File: src/rtl/mem_arb_pkg.sv
// Shared types for the IF/MEM single-port memory arbiter.
// Holds the FSM state encoding and the access-owner encoding.
package mem_arb_pkg;

  typedef enum logic [1:0] {
    IDLE   = 2'd0,
    BUSY_I = 2'd1,
    BUSY_D = 2'd2,
    DONE   = 2'd3
  } state_t;

  typedef enum logic {
    OWN_I = 1'b0,
    OWN_D = 1'b1
  } owner_t;

endpackage

File: src/rtl/mem_arb_timer.sv
// Loadable up-counter with clear, enable and terminal-count flag; optional saturation at TC.
// Counts one per enabled cycle; clear beats load, load beats increment.
module mem_arb_timer #(
  parameter int           W   = 8,
  parameter logic [W-1:0] TC  = '1,
  parameter bit           SAT = 1'b1
) (
  input  logic         clk,
  input  logic         rst_n,
  input  logic         clr,
  input  logic         ld,
  input  logic [W-1:0] ld_val,
  input  logic         en,
  output logic [W-1:0] cnt,
  output logic         tc
);

  assign tc = (cnt == TC);

  always_ff @(posedge clk) begin
    if (!rst_n) begin
      cnt <= '0;
    end else if (clr) begin
      cnt <= '0;
    end else if (ld) begin
      cnt <= ld_val;
    end else if (en && !(SAT && tc)) begin
      cnt <= cnt + 1'b1;
    end
  end

endmodule

File: src/rtl/mem_port_arbiter.sv
// Serialises IF fetches and MEM loads/stores onto one memory port; data has priority, fetch starvation bounded.
// Grant to done is 2+ cycles; requesters stall until their done pulse, unacked accesses abort after TIMEOUT cycles.
module mem_port_arbiter
  import mem_arb_pkg::*;
#(
  parameter int ADDR_W      = 32,
  parameter int DATA_W      = 32,
  parameter int MAX_D_BURST = 4,
  parameter int TIMEOUT     = 255
) (
  input  logic              i_clk,
  input  logic              i_rst_n,
  input  logic              i_if_req,
  input  logic [ADDR_W-1:0] i_if_addr,
  input  logic              i_d_req,
  input  logic              i_d_we,
  input  logic [ADDR_W-1:0] i_d_addr,
  input  logic [DATA_W-1:0] i_d_wdata,
  output logic              o_if_done,
  output logic [DATA_W-1:0] o_if_rdata,
  output logic              o_d_done,
  output logic [DATA_W-1:0] o_d_rdata,
  output logic              o_err,
  output logic              o_stall,
  output logic              o_m_req,
  output logic              o_m_we,
  output logic [ADDR_W-1:0] o_m_addr,
  output logic [DATA_W-1:0] o_m_wdata,
  input  logic              i_m_ack,
  input  logic [DATA_W-1:0] i_m_rdata
);

  localparam int BURST_W = $clog2(MAX_D_BURST + 1);
  localparam int TMO_W   = 16;

  state_t state, state_nxt;
  owner_t owner;

  logic d_grant, i_grant, acked, timed_out;
  logic burst_full, tmo_last;
  logic [BURST_W-1:0] burst_cnt;
  logic [TMO_W-1:0]   tmo_cnt;
  logic               cnt_unused;

  assign cnt_unused = ^{burst_cnt, tmo_cnt};

  // Consecutive data grants taken while a fetch was waiting.
  mem_arb_timer #(
    .W   (BURST_W),
    .TC  (BURST_W'(MAX_D_BURST)),
    .SAT (1'b1)
  ) u_burst (
    .clk    (i_clk),
    .rst_n  (i_rst_n),
    .clr    (i_grant | (d_grant & ~i_if_req)),
    .ld     (1'b0),
    .ld_val ('0),
    .en     (d_grant & i_if_req),
    .cnt    (burst_cnt),
    .tc     (burst_full)
  );

  // Terminal count is TIMEOUT-1 so the abort lands after exactly TIMEOUT busy cycles.
  mem_arb_timer #(
    .W   (TMO_W),
    .TC  (TMO_W'(TIMEOUT - 1)),
    .SAT (1'b1)
  ) u_tmo (
    .clk    (i_clk),
    .rst_n  (i_rst_n),
    .clr    (d_grant | i_grant),
    .ld     (1'b0),
    .ld_val ('0),
    .en     (((state == BUSY_I) || (state == BUSY_D)) && !i_m_ack),
    .cnt    (tmo_cnt),
    .tc     (tmo_last)
  );

  always_ff @(posedge i_clk) begin
    if (!i_rst_n) begin
      state <= IDLE;
    end else begin
      state <= state_nxt;
    end
  end

  always_comb begin
    state_nxt = state;
    d_grant   = 1'b0;
    i_grant   = 1'b0;
    acked     = 1'b0;
    timed_out = 1'b0;
    case (state)
      IDLE: begin
        if (i_d_req && !(i_if_req && burst_full)) begin
          d_grant   = 1'b1;
          state_nxt = BUSY_D;
        end else if (i_if_req) begin
          i_grant   = 1'b1;
          state_nxt = BUSY_I;
        end
      end
      BUSY_I, BUSY_D: begin
        if (i_m_ack) begin
          acked     = 1'b1;
          state_nxt = DONE;
        end else if (tmo_last) begin
          timed_out = 1'b1;
          state_nxt = DONE;
        end
      end
      DONE:    state_nxt = IDLE;
      default: state_nxt = IDLE;
    endcase
  end

  assign o_stall = (i_if_req | i_d_req) & (state != DONE);

  always_ff @(posedge i_clk) begin
    if (!i_rst_n) begin
      owner      <= OWN_I;
      o_m_req    <= 1'b0;
      o_m_we     <= 1'b0;
      o_m_addr   <= '0;
      o_m_wdata  <= '0;
      o_if_done  <= 1'b0;
      o_if_rdata <= '0;
      o_d_done   <= 1'b0;
      o_d_rdata  <= '0;
      o_err      <= 1'b0;
    end else begin
      o_if_done <= 1'b0;
      o_d_done  <= 1'b0;
      o_err     <= 1'b0;
      if (d_grant || i_grant) begin
        owner     <= d_grant ? OWN_D : OWN_I;
        o_m_req   <= 1'b1;
        o_m_we    <= d_grant & i_d_we;
        o_m_addr  <= d_grant ? i_d_addr : i_if_addr;
        o_m_wdata <= d_grant ? i_d_wdata : '0;
      end
      if (acked || timed_out) begin
        o_m_req <= 1'b0;
        o_err   <= timed_out;
        if (owner == OWN_I) begin
          o_if_done  <= 1'b1;
          o_if_rdata <= acked ? i_m_rdata : '0;
        end else begin
          o_d_done  <= 1'b1;
          o_d_rdata <= (acked && !o_m_we) ? i_m_rdata : '0;
        end
      end
    end
  end

endmodule

File: config.mk
export PLATFORM = sky130hd
export DESIGN_NAME = mem_port_arbiter
export DESIGN_NICKNAME = d
export VERILOG_FILES = /design/src/rtl/mem_arb_pkg.sv /design/src/rtl/mem_arb_timer.sv /design/src/rtl/mem_port_arbiter.sv
export SDC_FILE = /design/constraint.sdc
export NUM_CORES = 1
export LEC_CHECK = 0
export CAP_MARGIN = 20
export CORE_MARGIN = 5
export CORE_UTILIZATION = 40
export DETAILED_ROUTE_END_ITERATION = 10
export DONT_BUFFER_PORTS = 1
export GPL_TIMING_DRIVEN = 0
export PLACE_DENSITY_LB_ADDON = 0.1
export REMOVE_ABC_BUFFERS = 1
export SYNTH_ARGS = -nofsm -noshare
export SYNTH_HDL_FRONTEND = slang
export SYNTH_SLANG_ARGS = --single-unit
File: constraint.sdc
create_clock -name i_clk -period 2.5 [get_ports i_clk]
set_input_delay 0.5 -clock i_clk [delete_from_list [all_inputs] [get_ports i_clk]]
set_output_delay 0.5 -clock i_clk [all_outputs]
set_load 0.01 [all_outputs]
==> summary.txt <==
Critical path
  – Critical path fanouts, max: 33
  – Worst EP arrival: 2.59 ns
  – Worst Path Required: 2.75 ns
  – Crit path buf inv count: 3
  – Critical path capture point type: flip-flop
  – Slowest cell on crit path: or4b_4
  – Type of origin of the critical path: flip-flop
  – Worst path max stage delay: 0.51 ns
  – Critical Path Start: u_tmo.cnt[0]
  – R2R Path Start: u_tmo.cnt[0]
  – Cell chain of the critical path: inv_1 -> ha_1 -> or4b_4 -> nor4_4 -> buf_4 -> o21a_4 -> buf_12 -> a311oi_1
  – CP top delay family: simple AND/OR/NAND/NOR gates
  – Kind of critical path: flip-flop to flip-flop

Cells and area
  – Commonest non-fill, non-tap cell in the layout: dfxtp_1
  – Most frequent cells in the layout: dfxtp_1, a21oi_1, nor2_1, nand2_1, o21ai_0
  – Fillers: 1521
  – Area Growth Syn to Fin: 12.81%
  – Fin util: 45.56%
  – Nets: 808
  – Ant. Diodes: 0
  – Fin cells: 897
  – Layout cells sized above 1: 8.664%

Detailed routing
  – Avg Vias per Cell: 5.670
  – DR vias: 5086
  – 1st-iter DRT viols: 273
  – DR WL/cell: 20.65 µm
  – Residual DRC: 0
  – DRT Pass-1 Iters: 7
  – DRT antenna net count: 0
  – Routed Wire Length: 18520 µm

Yosys
  – Syn avg cell area: 9.177 µm²
  – Synth warnings: 0
  – Synth area leader: dfxtp_1
  – Top cells by area, synth: dfxtp_1, a21oi_1, mux2i_1
  – Sequential cell area fraction in the yosys report: 48.72%
  – Post-synthesis cell area: 6369 µm²
  – Gate Count Post-Synth: 694
  – Synth top area share: 48.72%
  – Post-synth cell types: 45
  – Synthesis-stage register bit count: 155

Global routing
  – Grt ovf: 0
  – Largest net degree at the start of global routing: 52
  – Antenna violations before repair: 0
  – GR Util All Layers: 19.05%
  – Number of global-route vias before repair: 4862
  – First-pass GRT wire length: 27460 µm

STA
  – # setup viols final: 0
  – Tcrit/Tclk final: 93.32%
  – Setup Skew: 0.009020 ns
  – Post-route minimum period: 2.333 ns
  – Final worst slack: 0.1671 ns
  – RSZ-0062 raised after global routing: no
  – Final Hold Fails: 0
  – Slew headroom: 46.55%
  – Final slew viol count: 0
  – Actual slew at the worst max-slew pin: 0.8009 ns
  – Maximum clock frequency: 428.7 MHz
  – Setup tns final: 0 ns

Floorplan
  – Core area: 15770 µm²
  – # rows: 46
  – Die Wd: 136.2 µm
  – I/O pin count: 268
  – Die area: 18550 µm²
  – Initial Util: 40.38%
  – Die Y: 136.2 µm

Flow run
  – Maxcap violations: 0

Clock network
  – CTS Sinks: 155
  – CTS max path bufs: 2
  – Worst skew pair latency: 0.42 ns
  – CTS clk-pin slew, worst paths: 0.07 ns
  – CTS Buf Count: 17
  – Root buf cell: clkbuf_16
  – CTS tree: done
  – H-tree depth: 4

Power
  – Power after layout: 8.055 mW
  – Leakage: 2.528 nW
  – Peak VDD IR: 0.5084 mV
  – Power Density: 1121 nW/µm²

Place
  – Routability Congestion: 0.7489
  – Pre-CTS setup slack: -0.3300 ns
  – Placed cell count: 860
  – Port Buffer Count: 0
  – HPWL after detailed placement: 12930 µm

Worst hold path
  – Hold wc startpoint: i_d_wdata[24]
  – HP Class: primary input to flip-flop

Outcome
  – Status: finished, final reports clean
logic make-up (layout without fill, tap and decap cells):
logic type	Yosys count	in the layout	synth area share (%)
buffers and inverters	67	53	4.479
and+or+nand+nor	196	196	15.50
muxes	33	33	5.187
AOI/OAI and AO/OA	232	233	24.24
DFF	155	155	48.72
xor gates and xnor gates	5	5	0.6877
adders and majority gates	6	6	1.179
report_power, final:
group          switching [mW]  internal (mW)  total, mW
Clock                    1.07           1.32       2.38
Combinational            1.25          0.832       2.08
Sequential              0.644           2.95       3.59
final cells by class:
class / instances / area [µm²] / share of cell area [%]
timing repair buffer: 12 / 200.2 / 2.786
clock buffer: 18 / 439.2 / 6.113
clock inverter: 14 / 106.4 / 1.480
tap: 216 / 270.3 / 3.762
multi-input combinational: 473 / 3029 / 42.16
sequential: 155 / 3104 / 43.21
inverter: 9 / 35.03 / 0.4876
routing by layer:
layer / part of all wire, % / GRT usage, % / vias to the layer above / routed length (µm)
li1: - / - / 2501 / -
met5: 0 / 0 / - / 0
met1: 39 / 22.22 / 2342 / 7269
met3: 10 / 7.328 / 22 / 1843
met2: 49 / 31.76 / 221 / 9050
met4: 1.9 / 7.055 / 0 / 358
sequential cells by signal, indices dropped and copies added (netlist names), 2 cells and up:
name,flops
o_m_addr,32
o_if_rdata,32
u_burst.cnt,3
o_m_wdata,32
o_d_rdata,32
state,2
u_tmo.cnt,16
what timing repair did:
item	CTS	global route
setup endpoints to repair	101	1
resized for setup	3	1
gates cloned	1	0
buffers inserted	4	0
hold buffers	0	0
pin swaps	2	0
worst reg2reg max path, stage by stage, from the launching register on:
cell and delay, ns:
dfxtp_1 0.34, inv_1 0.10, ha_1 0.15, or4b_4 0.51
nor4_4 0.22, buf_4 0.18, o21a_4 0.31, buf_12 0.24
a311oi_1 0.14
path summary, 6_finish.rpt:
check                  endpoint  slack, ns  cells after the start
setup / recovery  o_d_rdata[25]       0.17                      8
hold / removal    o_m_wdata[24]       0.20                      1
setup reg to reg  o_d_rdata[25]       0.17                      8
hold reg to reg   u_tmo.cnt[15]       0.50                      2
per-stage QoR:
| stage | area [µm²] | hold WS [ns] |
|---|---|---|
| after global routing | 7184 | 0.1800 |
| after global placement | 6387 | 0.4811 |
| after CTS | 7182 | 0.1804 |
| after floorplan | 6117 | 0.4476 |
| final | 7184 | 0.2028 |
| after detailed placement | 6588 | 0.4936 |
cell usage after synthesis:
library cell / count
dfxtp_1: 155
a21oi_1: 79
nor2_1: 76
clkbuf_1: 43
nand2_1: 42
o21ai_0: 38
a311oi_1: 34
and2_1: 34
a22o_1: 33
mux2i_1: 33
a211oi_1: 32
buf_2: 9
inv_1: 8
or3_1: 8
nand4_1: 7
ha_1: 6
o31ai_1: 6
and3_1: 5
nand3_1: 5
or4_1: 5
buf_4: 4
o21ai_1: 4
xor2_1: 3
and3b_1: 2
and4_1: 2
xnor2_1: 2
a211o_1: 1
a21o_1: 1
a31o_1: 1
a31oi_1: 1
and4b_1: 1
buf_1: 1
buf_6: 1
clkinv_1: 1
nand3b_1: 1
nand4b_1: 1
nand4bb_1: 1
nor2b_1: 1
nor3b_2: 1
nor4_1: 1
nor4_4: 1
o21a_1: 1
o41ai_4: 1
or4_4: 1
or4b_4: 1
Power figures use the tool's default switching activity.
